**src/rtl/reaction_timer.sv**
```systemverilog
// reaction_timer: core timing engine of the reaction game.
// Synchronizes the 500 Hz tick and the player buttons into the clk domain, runs
// one round (random hold-off, GO light, reaction measurement) and reports the
// reaction time in milliseconds as four BCD digits.
// Optional feature: define REACTION_FOUL_EN to turn a press during the
// hold-off into a false start (FOUL state); otherwise such presses are ignored.

module reaction_timer #(
   parameter int unsigned WAIT_MIN_TICKS  = 500,  // minimum hold-off, 2 ms ticks
   parameter int unsigned WAIT_STEP_TICKS = 4     // ticks added per LFSR unit
) (
   input  logic        clk,
   input  logic        rst_n,
   input  logic        tick_i,
   input  logic        start_btn_i,
   input  logic        react_btn_i,
   output logic        led_go_o,
   output logic        busy_o,
   output logic        done_o,
   output logic        foul_o,
   output logic        timeout_o,
   output logic [15:0] time_bcd_o
);

   typedef enum logic [2:0] {
      S_IDLE,
      S_WAIT,
      S_GO,
      S_DONE,
      S_FOUL
   } state_t;

   localparam logic [15:0] WAIT_MIN_W  = 16'(WAIT_MIN_TICKS);
   localparam logic [15:0] WAIT_STEP_W = 16'(WAIT_STEP_TICKS);
   localparam logic [15:0] BCD_LAST    = 16'h9998;
   localparam logic [15:0] BCD_SAT     = 16'h9999;

   // Synchronizer chains, previous-level flops and registered edge pulses.
   logic [1:0]  tick_sync_q, start_sync_q, react_sync_q;
   logic        tick_prev_q, start_prev_q, react_prev_q;
   logic        tick_q, start_q, react_q;

   logic [7:0]  lfsr_q;
   state_t      state_q;
   logic [15:0] wait_cnt_q;
   logic [15:0] time_bcd_q;
   logic        led_go_q, busy_q, done_q, foul_q, timeout_q;

   logic [15:0] wait_load_d;
   logic [15:0] time_bcd_d;

   // Adds 2 ms to a 4-digit BCD value, rippling a decimal carry digit by digit.
   function automatic logic [15:0] bcd_add2(input logic [15:0] v);
      logic [15:0] r;
      logic [4:0]  s;
      logic [4:0]  add;
      // NOTE: blocking assignments are right here: r, s and add are scratch
      // values evaluated in order within one call, not clocked state.
      r   = v;
      add = 5'd2;
      for (int i = 0; i < 4; i++) begin
         s = {1'b0, v[i*4 +: 4]} + add;
         if (s > 5'd9) begin
            s   = s - 5'd10;
            add = 5'd1;
         end else begin
            add = 5'd0;
         end
         r[i*4 +: 4] = s[3:0];
      end
      return r;
   endfunction

   assign wait_load_d = WAIT_MIN_W + 16'(lfsr_q) * WAIT_STEP_W;
   assign time_bcd_d  = bcd_add2(time_bcd_q);

   // Two-flop synchronizers plus a registered rising-edge detector per input.
   always_ff @(posedge clk or negedge rst_n) begin
      if (!rst_n) begin
         tick_sync_q  <= '0;
         start_sync_q <= '0;
         react_sync_q <= '0;
         tick_prev_q  <= 1'b0;
         start_prev_q <= 1'b0;
         react_prev_q <= 1'b0;
         tick_q       <= 1'b0;
         start_q      <= 1'b0;
         react_q      <= 1'b0;
      end else begin
         // NOTE: non-blocking assignments make every flop sample the value
         // from before this edge, which is what turns this into a shift chain.
         tick_sync_q  <= {tick_sync_q[0], tick_i};
         start_sync_q <= {start_sync_q[0], start_btn_i};
         react_sync_q <= {react_sync_q[0], react_btn_i};
         tick_prev_q  <= tick_sync_q[1];
         start_prev_q <= start_sync_q[1];
         react_prev_q <= react_sync_q[1];
         tick_q       <= tick_sync_q[1]  & ~tick_prev_q;
         start_q      <= start_sync_q[1] & ~start_prev_q;
         react_q      <= react_sync_q[1] & ~react_prev_q;
      end
   end

   // Free-running 8-bit Fibonacci LFSR (x^8+x^6+x^5+x^4+1); nonzero seed keeps it off zero.
   always_ff @(posedge clk or negedge rst_n) begin
      if (!rst_n) begin
         lfsr_q <= 8'h01;
      end else begin
         lfsr_q <= {lfsr_q[6:0], lfsr_q[7] ^ lfsr_q[5] ^ lfsr_q[4] ^ lfsr_q[3]};
      end
   end

   // Round state machine with all outputs registered.
   always_ff @(posedge clk or negedge rst_n) begin
      if (!rst_n) begin
         state_q    <= S_IDLE;
         wait_cnt_q <= '0;
         time_bcd_q <= '0;
         led_go_q   <= 1'b0;
         busy_q     <= 1'b0;
         done_q     <= 1'b0;
         foul_q     <= 1'b0;
         timeout_q  <= 1'b0;
      end else begin
         done_q <= 1'b0;
         case (state_q)
            S_IDLE, S_DONE, S_FOUL: begin
               // A start always begins a fresh round, even on a react in the same cycle.
               if (start_q) begin
                  state_q    <= S_WAIT;
                  wait_cnt_q <= wait_load_d;
                  time_bcd_q <= '0;
                  timeout_q  <= 1'b0;
                  foul_q     <= 1'b0;
                  led_go_q   <= 1'b0;
                  busy_q     <= 1'b1;
               end
            end
            S_WAIT: begin
`ifdef REACTION_FOUL_EN
               if (react_q) begin
                  state_q    <= S_FOUL;
                  foul_q     <= 1'b1;
                  busy_q     <= 1'b0;
                  led_go_q   <= 1'b0;
                  time_bcd_q <= '0;
               end else
`endif
               if (tick_q) begin
                  if (wait_cnt_q == 16'd1) begin
                     state_q  <= S_GO;
                     led_go_q <= 1'b1;
                  end else begin
                     wait_cnt_q <= wait_cnt_q - 16'd1;
                  end
               end
            end
            S_GO: begin
               // React beats a coincident tick, so that tick is never counted.
               if (react_q) begin
                  state_q  <= S_DONE;
                  done_q   <= 1'b1;
                  led_go_q <= 1'b0;
                  busy_q   <= 1'b0;
               end else if (tick_q) begin
                  if (time_bcd_q == BCD_LAST) begin
                     state_q    <= S_DONE;
                     time_bcd_q <= BCD_SAT;
                     timeout_q  <= 1'b1;
                     done_q     <= 1'b1;
                     led_go_q   <= 1'b0;
                     busy_q     <= 1'b0;
                  end else begin
                     time_bcd_q <= time_bcd_d;
                  end
               end
            end
            default: begin
               state_q  <= S_IDLE;
               led_go_q <= 1'b0;
               busy_q   <= 1'b0;
               foul_q   <= 1'b0;
            end
         endcase
      end
   end

   assign led_go_o   = led_go_q;
   assign busy_o     = busy_q;
   assign done_o     = done_q;
   assign foul_o     = foul_q;
   assign timeout_o  = timeout_q;
   assign time_bcd_o = time_bcd_q;

endmodule

```
**config.mk**
```make
export PLATFORM = sky130hd
export DESIGN_NAME = reaction_timer
export DESIGN_NICKNAME = d
export VERILOG_FILES = /design/src/rtl/reaction_timer.sv
export SDC_FILE = /design/constraint.sdc
export NUM_CORES = 1
export LEC_CHECK = 0
export BUFFER_PORTS_ARGS = -buffer_cell sky130_fd_sc_hd__buf_2
export CORE_AREA = 2 2 73 102
export CTS_BUF_LIST = sky130_fd_sc_hd__clkbuf_4 sky130_fd_sc_hd__clkbuf_8 sky130_fd_sc_hd__clkbuf_16
export DETAILED_ROUTE_END_ITERATION = 8
export DIE_AREA = 0 0 75 104
export PLACE_DENSITY = 0.67
export SYNTH_ARGS = -nofsm -noshare
export SYNTH_HDL_FRONTEND = slang
export SYNTH_SLANG_ARGS = --single-unit
```
**constraint.sdc**
```tcl
create_clock -name clk -period 10.2 [get_ports clk]
set_input_delay 0 -clock clk [delete_from_list [all_inputs] [get_ports clk]]
set_output_delay 0 -clock clk [all_outputs]
set_load 0.03 [all_outputs]
```
==> impl_results.md <==
- Std-Cell Rows: 36
- Status: complete, no violations
- Initial drt markers: 99
- Ys flop type: dfrtp_1
- Synthesized cell area: 3350 µm²
- Hold Buf Count CTS: 4
- Initial antenna violation count: 0
- H-tree Lvls: 3
- Maximum vdd drop: 0.132 mV
- Async S/R FF share, synth: between 90% and 100%
- Post-route DRC: 0
- TritonCTS Sinks: 58
- Synthesized instance count: 339
- WL/cell: 15.7 µm
- Post-synthesis sequential area ratio: 43.4%
- Avg Cell Area, Syn: around 10 µm²
- RSZ-0062 raised after global routing: no
- Worst slew margin: 19.4%
- Total negative slack: 0 ns
- # diodes: 0
- CP endpoint kind: flop
- Vias: 2650
- Initial Util: 48.5%
- Grt ovf: 0
- Post_cts resized: 0
- Final setup vio count: 0
- Commonest non-fill, non-tap cell in the layout: dfrtp_1
- Highest clock rate: about 180 MHz
- Critical-path maximum fanout: 7
- Crit path to: time_bcd_o[15]$_DFFE_PN0P_
- DIE AREA: 7800 µm²
- Largest net degree at the start of global routing: 59
- Power Dens Cells: 203 nW/µm²
- Routability Congestion: 0.832
- Reg2Reg Depth: 22
- Post-synth EDFFs: 0
- Synth cell types: 66
- CP Launch Point: time_bcd_o[1]$_DFFE_PN0P_
- Via density: 5.70
- DRT Pass-1 Iters: 4
- Post-DP HPWL: 5150 µm
- CTS buffer count: 9
- Area Growth Syn to Fin: 14.0%
- Chip Height: 104 µm
- CORE AREA: approximately 6900 µm²
- Max Cap Viol: 0
- Vias in the first global route: 2644
- Final Critical Period: 5.47 ns
- Fin crit share: 53.6%
- Slew @ Worst Pin: 1.20 ns
- Flop2flop setup slack: 4.73 ns
- Leakage: 1.76 nW
- Number of port buffers: 24
- Worst min path class: input pin to flop
- GRT Util Overall: about a fifth
- Syn. warnings: 0
- Clock tree root driver cell: clkbuf_8
- Die W: ~75 µm
- Global-route wire length before repair: 12400 µm
- Critical path startpoint category: flop
- Critical Path RT: between 10 and 15 ns
- Crit path kind: flop to flop
- Worst skew pair latency: around 0.35 ns
- Io pins: 26
- Final #Nets: 387
- Yosys reg bits: just under 60
- Final Total Pwr: 0.000776 W
- Max Clock Skew: a little over 0.009 ns
- Worst EP arrival: 5.70 ns
- Syn Nets: 361
- Worst flop-to-flop path endpoint: time_bcd_o[15]$_DFFE_PN0P_
- Routed wire length: 7310 µm
- TritonCTS clock tree: built
- Post CTS Setup Buffer Count: 0
- Post-DRT Antenna Nets: 0
- Bufs on Longest Clock Path: 2
- Clk slew on worst S/H paths: around 0.07 ns
- Final hold vios: 0
- Origin of the critical flop-to-flop path: time_bcd_o[1]$_DFFE_PN0P_
- Count of pins over their slew limit: 0
- Layout cell share with drive strength beyond 1: around 14%
- Commonest non-fill, non-tap cells in the layout: dfrtp_1, nand2_1, o21ai_0
-- worst min-delay path by stage --
stage / from / end / cells past startpoint
after global placement: react_btn_i / react_sync_q[0]$_DFF_PN0_ / 1
after CTS: start_btn_i / start_sync_q[0]$_DFF_PN0_ / 2
after detailed placement: tick_i / tick_sync_q[0]$_DFF_PN0_ / 1
final: tick_i / tick_sync_q[0]$_DFF_PN0_ / 2
after global routing: start_btn_i / start_sync_q[0]$_DFF_PN0_ / 2
after floorplan: rst_n / busy_o$_DFFE_PN0P_ / 0
-- metal layers --
layer / track usage [%] / up-vias / routed length (µm)
met5: 0 / - / 0
met4: 8.67 / 0 / 145
met3: 4.94 / 12 / 268
met2: 35.3 / 50 / 3840
met1: 23.9 / 1299 / 3050
li1: - / 1289 / -
-- power by group --
part	switching (W)	leakage [nW]	internal [W]
Sequential	0.0000323	0.753	0.000259
Combinational	0.000142	0.881	0.0000773
Clock	0.0000907	0.129	0.000175
-- synthesized netlist by cell type, drive strengths merged, types with 6 or more instances --
library cell,n,area [µm²]
dfrtp,57,1430
nand2,33,124
o21ai,26,130
ha,17,213
nor2,17,63.8
xnor2,16,140
inv,14,52.6
nor2b,11,68.8
a21oi,10,50.1
nor3,10,50.1
clkbuf,8,30.0
a22o,7,61.3
nand3,7,35.0
buf,6,38.8
nand2b,6,40.0
xor2,6,52.6
-- cells by family after synthesis --
family / count (synthesis) / synth area share, %
adder cells (fa/ha/maj): 17 / 6.36
AND/OR/NAND/NOR: 124 / 21.5
other: 1 / 0.112
multiplexers: 8 / 2.51
AO/OA/AOI/OAI: 81 / 16.7
flip-flops: 58 / 43.4
buffers and inverters: 28 / 3.63
XOR/XNOR: 22 / 5.76
-- through the flow --
stage               instances  hold slack [ns]  worst slack (ns)  util, %  cell area [µm²]
floorplan                 339           -0.296              5.09        -             3350
global placement          445            0.108              5.01     51.1             3520
detailed placement        445            0.109              4.81     51.1             3520
CTS                       465            0.279              4.74     55.4             3810
global route              465            0.282              4.26     55.4             3810
finish                    465            0.298              4.73     55.4             3810
-- layout make-up --
cell class | instances | area [µm²]
Clock buffer | 11 | 151
Multi-Input combinational cell | 253 | 1770
Fill cell | 619 | 3080
Tap cell | 95 | 119
Sequential cell | 58 | 1450
Clock inverter | 5 | 100
Inverter | 14 | 52.6
Timing Repair Buffer | 29 | 168
-- registers in the layout, indices dropped and copies added (netlist names) --
| name | cells |
|---|---|
| start_sync_q | 2 |
| timeout_o | 1 |
| led_go_o | 1 |
| state_q | 2 |
| react_sync_q | 2 |
| tick_prev_q | 1 |
| time_bcd_o | 16 |
| react_prev_q | 1 |
| react_q | 1 |
| lfsr_q | 8 |
| tick_q | 1 |
| start_q | 1 |
| wait_cnt_q | 16 |
| tick_sync_q | 2 |
| busy_o | 1 |
| start_prev_q | 1 |
| done_o | 1 |
-- worst max-delay path, cell delays in order, from the launching register on --
cell,delay (ns)
dfrtp_1,0.44
ha_1,0.25
and4b_1,0.18
o22ai_1,0.18
o211ai_1,0.16
ha_1,0.26
ha_1,0.37
a211oi_1,0.26
nor2_1,0.14
ha_1,0.22
ha_1,0.37
o21ai_0,0.10
or2_0,0.20
a2bb2oi_1,0.37
ha_1,0.25
ha_1,0.29
xnor2_1,0.20
ha_1,0.22
inv_1,0.06
mux2_2,0.26
a31oi_1,0.14
a21bo_2,0.23
a22o_1,0.19
Note: power is estimated with default switching activity, not from simulation.
